**src/rtl/clock_period_meter.sv**
```systemverilog
`default_nettype none
// ============================================================================
//  Module      : clock_period_meter
//  Description : Measures the period and high time of a slow, asynchronous
//                clock (meas_clk) in fast clock_in cycles. It also flags a
//                stall when no rising edge arrives for TIMEOUT cycles.
//                Optional build macro CLK_METER_DUTY_EN enables the high-time
//                counter. Without it, high_time is tied to zero.
//  Revision    : 1.0  initial release
// ============================================================================
module clock_period_meter #(
    parameter int unsigned CNT_W       = 28,
    parameter int unsigned SYNC_STAGES = 2,
    parameter int unsigned TIMEOUT     = 50000000
) (
    input  logic             clock_in,
    input  logic             reset_n,
    input  logic             enable,
    input  logic             meas_clk,
    output logic [CNT_W-1:0] period,
    output logic [CNT_W-1:0] high_time,
    output logic             meas_valid,
    output logic             locked,
    output logic             timeout
);

    localparam logic [CNT_W-1:0] CNT_ONE      = CNT_W'(1);
    localparam logic [CNT_W-1:0] TIMEOUT_LAST = CNT_W'(TIMEOUT - 1);

    typedef enum logic [1:0] {
        ST_IDLE = 2'd0,
        ST_ARM  = 2'd1,
        ST_MEAS = 2'd2
    } state_t;

    // Counters stick at all-ones rather than wrapping to a small, plausible value
    function automatic logic [CNT_W-1:0] sat_inc(input logic [CNT_W-1:0] v);
        return (&v) ? v : v + CNT_ONE;
    endfunction

    logic [SYNC_STAGES-1:0] sync_q, sync_d;
    logic                   hist_q, hist_d;
    logic                   sync_s;
    logic                   rise;
    logic                   to_hit;

    state_t                 state_q, state_d;
    logic [CNT_W-1:0]       cnt_q, cnt_d;
    logic [CNT_W-1:0]       period_q, period_d;
    logic                   meas_valid_q, meas_valid_d;
    logic                   locked_q, locked_d;
    logic                   timeout_q, timeout_d;

    assign sync_s = sync_q[SYNC_STAGES-1];
    assign rise   = sync_s & ~hist_q;
    assign to_hit = (cnt_q == TIMEOUT_LAST);

    // Synchronizer shift and edge-history tap
    always_comb begin
        sync_d = {sync_q[SYNC_STAGES-2:0], meas_clk};
        hist_d = sync_s;
    end

    // Measurement FSM: a rise beats the timeout threshold in the same cycle
    always_comb begin
        state_d      = state_q;
        cnt_d        = cnt_q;
        period_d     = period_q;
        meas_valid_d = 1'b0;
        locked_d     = locked_q;
        timeout_d    = timeout_q;
        if (!enable) begin
            state_d   = ST_IDLE;
            cnt_d     = '0;
            locked_d  = 1'b0;
            timeout_d = 1'b0;
        end else begin
            case (state_q)
                ST_IDLE: begin
                    state_d = ST_ARM;
                    cnt_d   = '0;
                end
                ST_ARM: begin
                    if (rise) begin
                        cnt_d   = '0;
                        state_d = ST_MEAS;
                    end else if (to_hit) begin
                        cnt_d     = '0;
                        timeout_d = 1'b1;
                        locked_d  = 1'b0;
                    end else begin
                        cnt_d = sat_inc(cnt_q);
                    end
                end
                ST_MEAS: begin
                    if (rise) begin
                        period_d     = sat_inc(cnt_q);
                        meas_valid_d = 1'b1;
                        cnt_d        = '0;
                        timeout_d    = 1'b0;
                        locked_d     = (sat_inc(cnt_q) == period_q);
                    end else if (to_hit) begin
                        cnt_d     = '0;
                        timeout_d = 1'b1;
                        locked_d  = 1'b0;
                        state_d   = ST_ARM;
                    end else begin
                        cnt_d = sat_inc(cnt_q);
                    end
                end
                default: begin
                    state_d = ST_IDLE;
                    cnt_d   = '0;
                end
            endcase
        end
    end

    // State, counter and registered outputs
    always_ff @(posedge clock_in or negedge reset_n) begin
        if (!reset_n) begin
            sync_q       <= '0;
            hist_q       <= 1'b0;
            state_q      <= ST_IDLE;
            cnt_q        <= '0;
            period_q     <= '0;
            meas_valid_q <= 1'b0;
            locked_q     <= 1'b0;
            timeout_q    <= 1'b0;
        end else begin
            sync_q       <= sync_d;
            hist_q       <= hist_d;
            state_q      <= state_d;
            cnt_q        <= cnt_d;
            period_q     <= period_d;
            meas_valid_q <= meas_valid_d;
            locked_q     <= locked_d;
            timeout_q    <= timeout_d;
        end
    end

    assign period     = period_q;
    assign meas_valid = meas_valid_q;
    assign locked     = locked_q;
    assign timeout    = timeout_q;

`ifdef CLK_METER_DUTY_EN
    logic [CNT_W-1:0] hi_q, hi_d;
    logic [CNT_W-1:0] high_time_q, high_time_d;
    logic [CNT_W-1:0] hi_next;

    assign hi_next = sync_s ? sat_inc(hi_q) : hi_q;

    // High-time accumulation: runs only while measuring; cleared on any restart
    always_comb begin
        hi_d        = '0;
        high_time_d = high_time_q;
        if (enable && (state_q == ST_MEAS)) begin
            if (rise) begin
                high_time_d = hi_next;
            end else if (!to_hit) begin
                hi_d = hi_next;
            end
        end
    end

    // High-time registers
    always_ff @(posedge clock_in or negedge reset_n) begin
        if (!reset_n) begin
            hi_q        <= '0;
            high_time_q <= '0;
        end else begin
            hi_q        <= hi_d;
            high_time_q <= high_time_d;
        end
    end

    assign high_time = high_time_q;
`else
    assign high_time = '0;
`endif

endmodule
`default_nettype wire

```
**config.mk**
```make
export PLATFORM = sky130hd
export DESIGN_NAME = clock_period_meter
export DESIGN_NICKNAME = d
export VERILOG_FILES = /design/src/rtl/clock_period_meter.sv
export SDC_FILE = /design/constraint.sdc
export NUM_CORES = 1
export LEC_CHECK = 0
export BUFFER_PORTS_ARGS = -buffer_cell sky130_fd_sc_hd__buf_2
export CORE_ASPECT_RATIO = 0.5
export CORE_MARGIN = 4
export CORE_UTILIZATION = 27
export CTS_BUF_LIST = sky130_fd_sc_hd__clkbuf_4 sky130_fd_sc_hd__clkbuf_8
export CTS_CLUSTER_SIZE = 28
export DETAILED_ROUTE_END_ITERATION = 7
export SETUP_SLACK_MARGIN = 0.1
export SLEW_MARGIN = 20
export SYNTH_ARGS = -nofsm -noshare
export SYNTH_HDL_FRONTEND = slang
export SYNTH_SLANG_ARGS = --single-unit
```
**constraint.sdc**
```tcl
create_clock -name clock_in -period 2.6 [get_ports clock_in]
set_clock_uncertainty 0.1 [all_clocks]
set_input_delay 0.39 -clock clock_in [delete_from_list [all_inputs] [get_ports clock_in]]
set_output_delay 0.39 -clock clock_in [all_outputs]
set_load 0.05 [all_outputs]
```
==> flow_metrics.env, run 1 <==
export IMPL_status="complete, but fails checks"
export IMPL_violations="setup timing"
export IMPL_finalSetupViolations=1
export IMPL_vias=3507
export IMPL_power_leakage_nw=2.448
export IMPL_fin_hold_ws_ps=40.99
export IMPL_wl_per_cell_um=16.35
export IMPL_antenna_found_initial=0
export IMPL_layout_drive_gt1_share_pct=35.04
export IMPL_route_detailed_drc=0
export IMPL_start_util_pct=27.94
export IMPL_cts_buffers_inserted=9
export IMPL_finalHoldViolations=0
export IMPL_rows=30
export IMPL_die_width_um=176.4
export IMPL_synth_top_area_share_pct=41.84
export IMPL_grt_max_degree=57
export IMPL_via_per_inst=4.614
export IMPL_final_setup_worst_slack_ps=-154.4
export IMPL_netlist_top_cells_area="dfrtp_1, xnor2_1, buf_4"
export IMPL_power_total_w=0.002428
export IMPL_die_h_um=92.19
export IMPL_worst_pin_slew_ps=614.7
export IMPL_layout_worst_path_cycle_share_pct=105.9
export IMPL_grt_pass1_wl_um=19200
export IMPL_clk_pin_slew_worst_paths_ps=70
export IMPL_power_density_mw_per_mm2=452.2
export IMPL_clock_sinks=64
export IMPL_clock_latency_ps=350
export IMPL_track_usage_pct=15.19
export IMPL_drtIter0Drc=218
export IMPL_antenna_cells=0
export IMPL_rsz0062_at_grt="yes"
export IMPL_critPathRequiredTime_ps=2750
export IMPL_cts_tree="done"
export IMPL_vdd_drop_max_mv=0.1801
export IMPL_root_buffer="clkbuf_8"
export IMPL_wl_um=12430
export IMPL_io_buffers=34
export IMPL_grt_pass1_vias=3427
export IMPL_core_area_mm2=0.01370
export IMPL_antenna_left=0
export IMPL_yosys_warnings=0
export IMPL_hold_class="in2reg"
export IMPL_synth_common_cells="dfrtp_1, nand2_1, nor2_1"
export IMPL_arrival_ps=2900
export IMPL_maxCapViolations=0
export IMPL_ys_flop_type="dfrtp_1"
export IMPL_yosysTopAreaCell="dfrtp_1"
export IMPL_setup_tns_final_ps=-154.4
export IMPL_finalMaxSlewViolations=0
export IMPL_overflow=0
export IMPL_yosys_register_bits=64
export IMPL_critPathCaptureType="flip-flop"
export IMPL_synth_edf_count=0
export IMPL_postSynthCellCount=426
export IMPL_io_pins=63
export IMPL_syn_area_mm2=0.003827
export IMPL_post_route_min_period_ps=2754
export IMPL_synth_cell_type_count=59
export IMPL_crit_type="reg2reg"
export IMPL_clockBufferDepth=2
export IMPL_dpl_hpwl_um=9235
export IMPL_place_congestion=0.9067
export IMPL_yosysMostFrequentCell="dfrtp_1"
export IMPL_rrSetupSlack_ps=-150
export IMPL_startpoint_type="flip-flop"
export IMPL_fmax_ghz=0.3631
export IMPL_syn_area_per_cell_um2=8.985
export IMPL_syn_to_final_growth_pct=40.27
export IMPL_ys_seq_area_share_pct=41.84
export IMPL_drt_first_pass_iters=5
export IMPL_dieArea_mm2=0.01626
export IMPL_htreeDepth=3
export IMPL_relSlewSlack_pct=59.02
export IMPL_cp_max_fo=8
export IMPL_final_net_count=571
export IMPL_synth_async_sr_flop_share_pct=100.0
## state kept, by name, indices dropped and copies added, names as in the netlist
| name | count |
|---|---|
| sync_q | 2 |
| state_q | 2 |
| period | 28 |
| timeout | 1 |
| locked | 1 |
| hist_q | 1 |
| meas_valid | 1 |
| cnt_q | 28 |
## per-layer routing
layer  vias to the layer above  share of wire, %  global-route usage [%]
li1                       1703                 -                       -
met3                        19               6.4                   3.871
met4                         0               1.7                   4.247
met2                       113                44                   23.47
met5                         -                 0                       0
met1                      1672                48                   21.08
## timing repair
action | CTS | global route
endpoints found under the setup margin | 2 | 37
resized for setup | 19 | 17
hold endpoints to repair | 25 | 0
buffers inserted | 10 | 8
gates cloned | 0 | 3
pin swaps | 12 | 13
hold buffers | 1 | 0
## stage by stage
stage	setup slack, ps	util (%)	area [um^2]	std cells
after detailed placement	-164.3	35.23	4827	726
after floorplan	67.08	-	3996	453
after CTS	-115.6	37.95	5199	753
after global placement	-309.7	35.23	4827	726
after global routing	-273.1	39.19	5369	760
final	-154.4	39.19	5369	760
## critical path: stages (launching register included)
cell and delay (ps):
dfrtp_1 350, nand4_1 250, or4_4 600, o211ai_1 240
xor2_1 230, xnor2_1 90, nor4_1 300, buf_4 160
nand4_1 80, o31ai_1 260
## area by class of cell
class	instances	area [um^2]
Tap cell	192	240.2
Fill cell	1390	8332
Sequential cell	64	1604
Clock inverter	3	40.04
Inverter	8	30.03
Multi-Input combinational cell	333	2178
Clock buffer	13	172.7
Timing Repair Buffer	147	1104
## final timing paths
| kind | start | to | cells after the start |
|---|---|---|---|
| worst max-delay path | cnt_q[13]$_DFF_PN0_ | locked$_DFFE_PN0P_ | 9 |
| worst min-delay path | meas_clk | sync_q[0]$_DFF_PN0_ | 1 |
| worst max register to register | cnt_q[13]$_DFF_PN0_ | locked$_DFFE_PN0P_ | 9 |
| worst min register to register | sync_q[0]$_DFF_PN0_ | sync_q[1]$_DFF_PN0_ | 0 |
| max in group asynchronous | reset_n | cnt_q[4]$_DFF_PN0_ | 3 |
| min in group asynchronous | reset_n | cnt_q[19]$_DFF_PN0_ | 2 |
## cells in the final DEF (no fill, tap or decap), types with 3 or more instances in the layout
master	Yosys	final
dfrtp_1	64	62
clkbuf_8	0	12
nor4_4	0	3
nand4_1	12	12
a21oi_1	7	7
inv_1	8	8
nor4_1	9	6
buf_6	1	4
nand2b_1	3	3
xnor2_2	0	3
nand2_1	54	54
o21ai_1	0	3
nand3_2	0	4
xor2_2	2	3
mux2i_1	6	4
nor2_1	39	38
or4_4	0	3
buf_4	28	103
xnor2_1	28	25
xor2_1	21	20
nor2b_1	3	3
o211ai_1	3	3
nor3_1	12	11
ha_1	4	3
o21ai_0	38	33
buf_2	8	34
conb_1	1	28
nand3_1	11	7
and3_1	7	7
## where the power goes
group	leakage [nW]	internal, W	switching, W
clock	0.113	0.000529	0.000387
sequential	0.880	0.00102	0.0000273
combinational	1.46	0.000149	0.000314
total	2.45	0.00170	0.000729
## cells by family (layout without fill, tap and decap cells)
logic type	after synthesis	in the layout	synth area share, %
AO/OA/AOI/OAI	73	73	11.93
flip-flops	64	64	41.84
XOR/XNOR	51	51	12.06
other	1	28	0.09798
multiplexers	7	7	1.863
adder cells (fa/ha/maj)	4	4	1.308
buffers and inverters	56	171	8.728
AND/OR/NAND/NOR	170	170	22.16
(Power assumes the default switching activity.)
==> inputs of run 2 (changes only) <==
Settings changed: CTS_BUF_LIST sky130_fd_sc_hd__clkbuf_4 sky130_fd_sc_hd__clkbuf_8 to sky130_fd_sc_hd__clkbuf_4 sky130_fd_sc_hd__clkbuf_8 sky130_fd_sc_hd__clkbuf_16, SKIP_LAST_GASP from default to 1.
==> flow_metrics.env, run 2 (synthesis results as in run 1) <==
export IMPL_wl_um=12540
export IMPL_grt_max_degree=57
export IMPL_hold_start="meas_clk"
export IMPL_grt_pass1_vias=3393
export IMPL_startpoint_type="flip-flop"
export IMPL_final_common_cell="buf_4"
export IMPL_maxCapViolations=0
export IMPL_die_h_um=92.19
export IMPL_worst_pin_slew_ps=609.4
export IMPL_place_area_mm2=0.004827
export IMPL_antenna_found_initial=0
export IMPL_hold_class="in2reg"
export IMPL_relSlewSlack_pct=59.37
export IMPL_multi_input_area_mm2=0.002137
export IMPL_finalHoldViolations=0
export IMPL_io_buffers=34
export IMPL_r2r_cells=9
export IMPL_finalSetupViolations=1
export IMPL_critPathRequiredTime_ps=2730
export IMPL_crit_path_max_incr_delay_ps=600
export IMPL_crit_type="reg2reg"
export IMPL_cp_max_fo=8
export IMPL_antenna_left=0
export IMPL_drt_first_pass_iters=5
export IMPL_violations="setup timing"
export IMPL_via_per_inst=4.623
export IMPL_reg2reg_from="cnt_q[12]$_DFF_PN0_"
export IMPL_power_leakage_nw=2.485
export IMPL_die_width_um=176.4
export IMPL_root_buffer="clkbuf_16"
export IMPL_grt_pass1_wl_um=19180
export IMPL_status="complete, but fails checks"
export IMPL_core_area_mm2=0.01370
export IMPL_finalMaxSlewViolations=0
export IMPL_final_net_count=574
export IMPL_regArea_mm2=0.001604
export IMPL_rrSetupSlack_ps=-140
export IMPL_syn_to_final_growth_pct=42.27
export IMPL_final_cell_mix="buf_4, dfrtp_1, nand2_1, nor2_1, o21ai_0"
export IMPL_htreeDepth=3
export IMPL_post_route_min_period_ps=2740
export IMPL_hold_depth=1
export IMPL_arrival_ps=2870
export IMPL_clock_sinks=64
export IMPL_cts_buffers_inserted=9
export IMPL_dpl_hpwl_um=9235
export IMPL_dieArea_mm2=0.01626
export IMPL_drtIter0Drc=172
export IMPL_vias=3527
export IMPL_fill_cells=1376
export IMPL_worst_path_max_delay_cell="or4_4"
export IMPL_final_setup_worst_slack_ps=-139.8
export IMPL_power_density_mw_per_mm2=509.5
export IMPL_rows=30
export IMPL_vdd_drop_max_mv=0.2968
export IMPL_rsz0062_at_grt="yes"
export IMPL_min_to="sync_q[0]$_DFF_PN0_"
export IMPL_clk_pin_slew_worst_paths_ps=50
export IMPL_cts_tree="done"
export IMPL_critPathCaptureType="flip-flop"
export IMPL_utilization_pct=39.74
export IMPL_wl_per_cell_um=16.44
export IMPL_crit_family="simple AND/OR/NAND/NOR gates"
export IMPL_layout_drive_gt1_share_pct=34.68
export IMPL_place_congestion=0.9067
export IMPL_overflow=0
export IMPL_r2r_end="locked$_DFFE_PN0P_"
export IMPL_clock_latency_ps=330
export IMPL_final_area_mm2=0.005445
export IMPL_fmax_ghz=0.3650
export IMPL_track_usage_pct=15.21
export IMPL_antenna_cells=0
export IMPL_cp_cell_sequence="nand4_1 -> or4_4 -> o211ai_1 -> xor2_1 -> xnor2_1 -> nor4_1 -> buf_4 -> nand4_1 -> o31ai_1"
export IMPL_layout_worst_path_cycle_share_pct=105.4
export IMPL_cpMostUsedCell="nand4_1"
export IMPL_clockBufferDepth=2
export IMPL_start_util_pct=27.94
export IMPL_worst_path_buf_inv=1
export IMPL_route_detailed_drc=0
export IMPL_io_pins=63
## run 2: cell count changes in the layout (fill, tap and decap cells not counted), sizes merged
cell / previous run / this run
buf: 144 / 147
## run 2: power breakdown
| group | internal, W | switching, W | total [W] |
|---|---|---|---|
| registers | 0.00102 | 0.0000280 | 0.00105 |
| clock network | 0.000827 | 0.000430 | 0.00126 |
| logic | 0.000152 | 0.000314 | 0.000466 |
## run 2: layer usage
metal / wire length [um] / GRT usage, %
met5: 0 / 0
met1: 5917 / 21.24
met2: 5593 / 23.19
met3: 836 / 3.830
met4: 196 / 4.633
## run 2: metrics by stage
stage	total power, W	setup slack [ps]	hold WS (ps)	std cells	setup TNS (ps)
3_3_place_gp	0.001447	-309.7	237.3	726	-309.7
6_report	0.002774	-139.8	62.24	763	-139.8
3_5_place_dp	0.001448	-164.3	235.8	726	-164.3
5_1_grt	0.002883	-264.3	50.22	763	-264.3
4_1_cts	0.002714	-119.1	55.65	754	-168.0
2_1_floorplan	0.001370	67.08	-5.591	453	0
## run 2: repair_timing
item,CTS,global route
pin swaps,9,10
buffers inserted,11,9
hold endpoints to repair,25,0
hold buffers,1,0
setup endpoints to repair,1,35
gates resized for setup,11,10
gates cloned,0,3
## run 2: area by class of cell
cell class | count | area share, %
Timing Repair Buffer | 150 | 20.57
Clock buffer | 13 | 5.032
Tap cell | 192 | 4.412
Clock inverter | 3 | 0.7353
Inverter | 8 | 0.5515
Multi-Input combinational cell | 333 | 39.25
Sequential cell | 64 | 29.46
## run 2: worst max-delay path by stage
stage	start	to	depth (start not counted)
detailed placement	cnt_q[5]$_DFF_PN0_	locked$_DFFE_PN0P_	9
global route	cnt_q[14]$_DFF_PN0_	locked$_DFFE_PN0P_	9
finish	cnt_q[12]$_DFF_PN0_	locked$_DFFE_PN0P_	9
CTS	cnt_q[15]$_DFF_PN0_	locked$_DFFE_PN0P_	9
floorplan	cnt_q[0]$_DFF_PN0_	locked$_DFFE_PN0P_	11
global placement	cnt_q[2]$_DFF_PN0_	locked$_DFFE_PN0P_	9
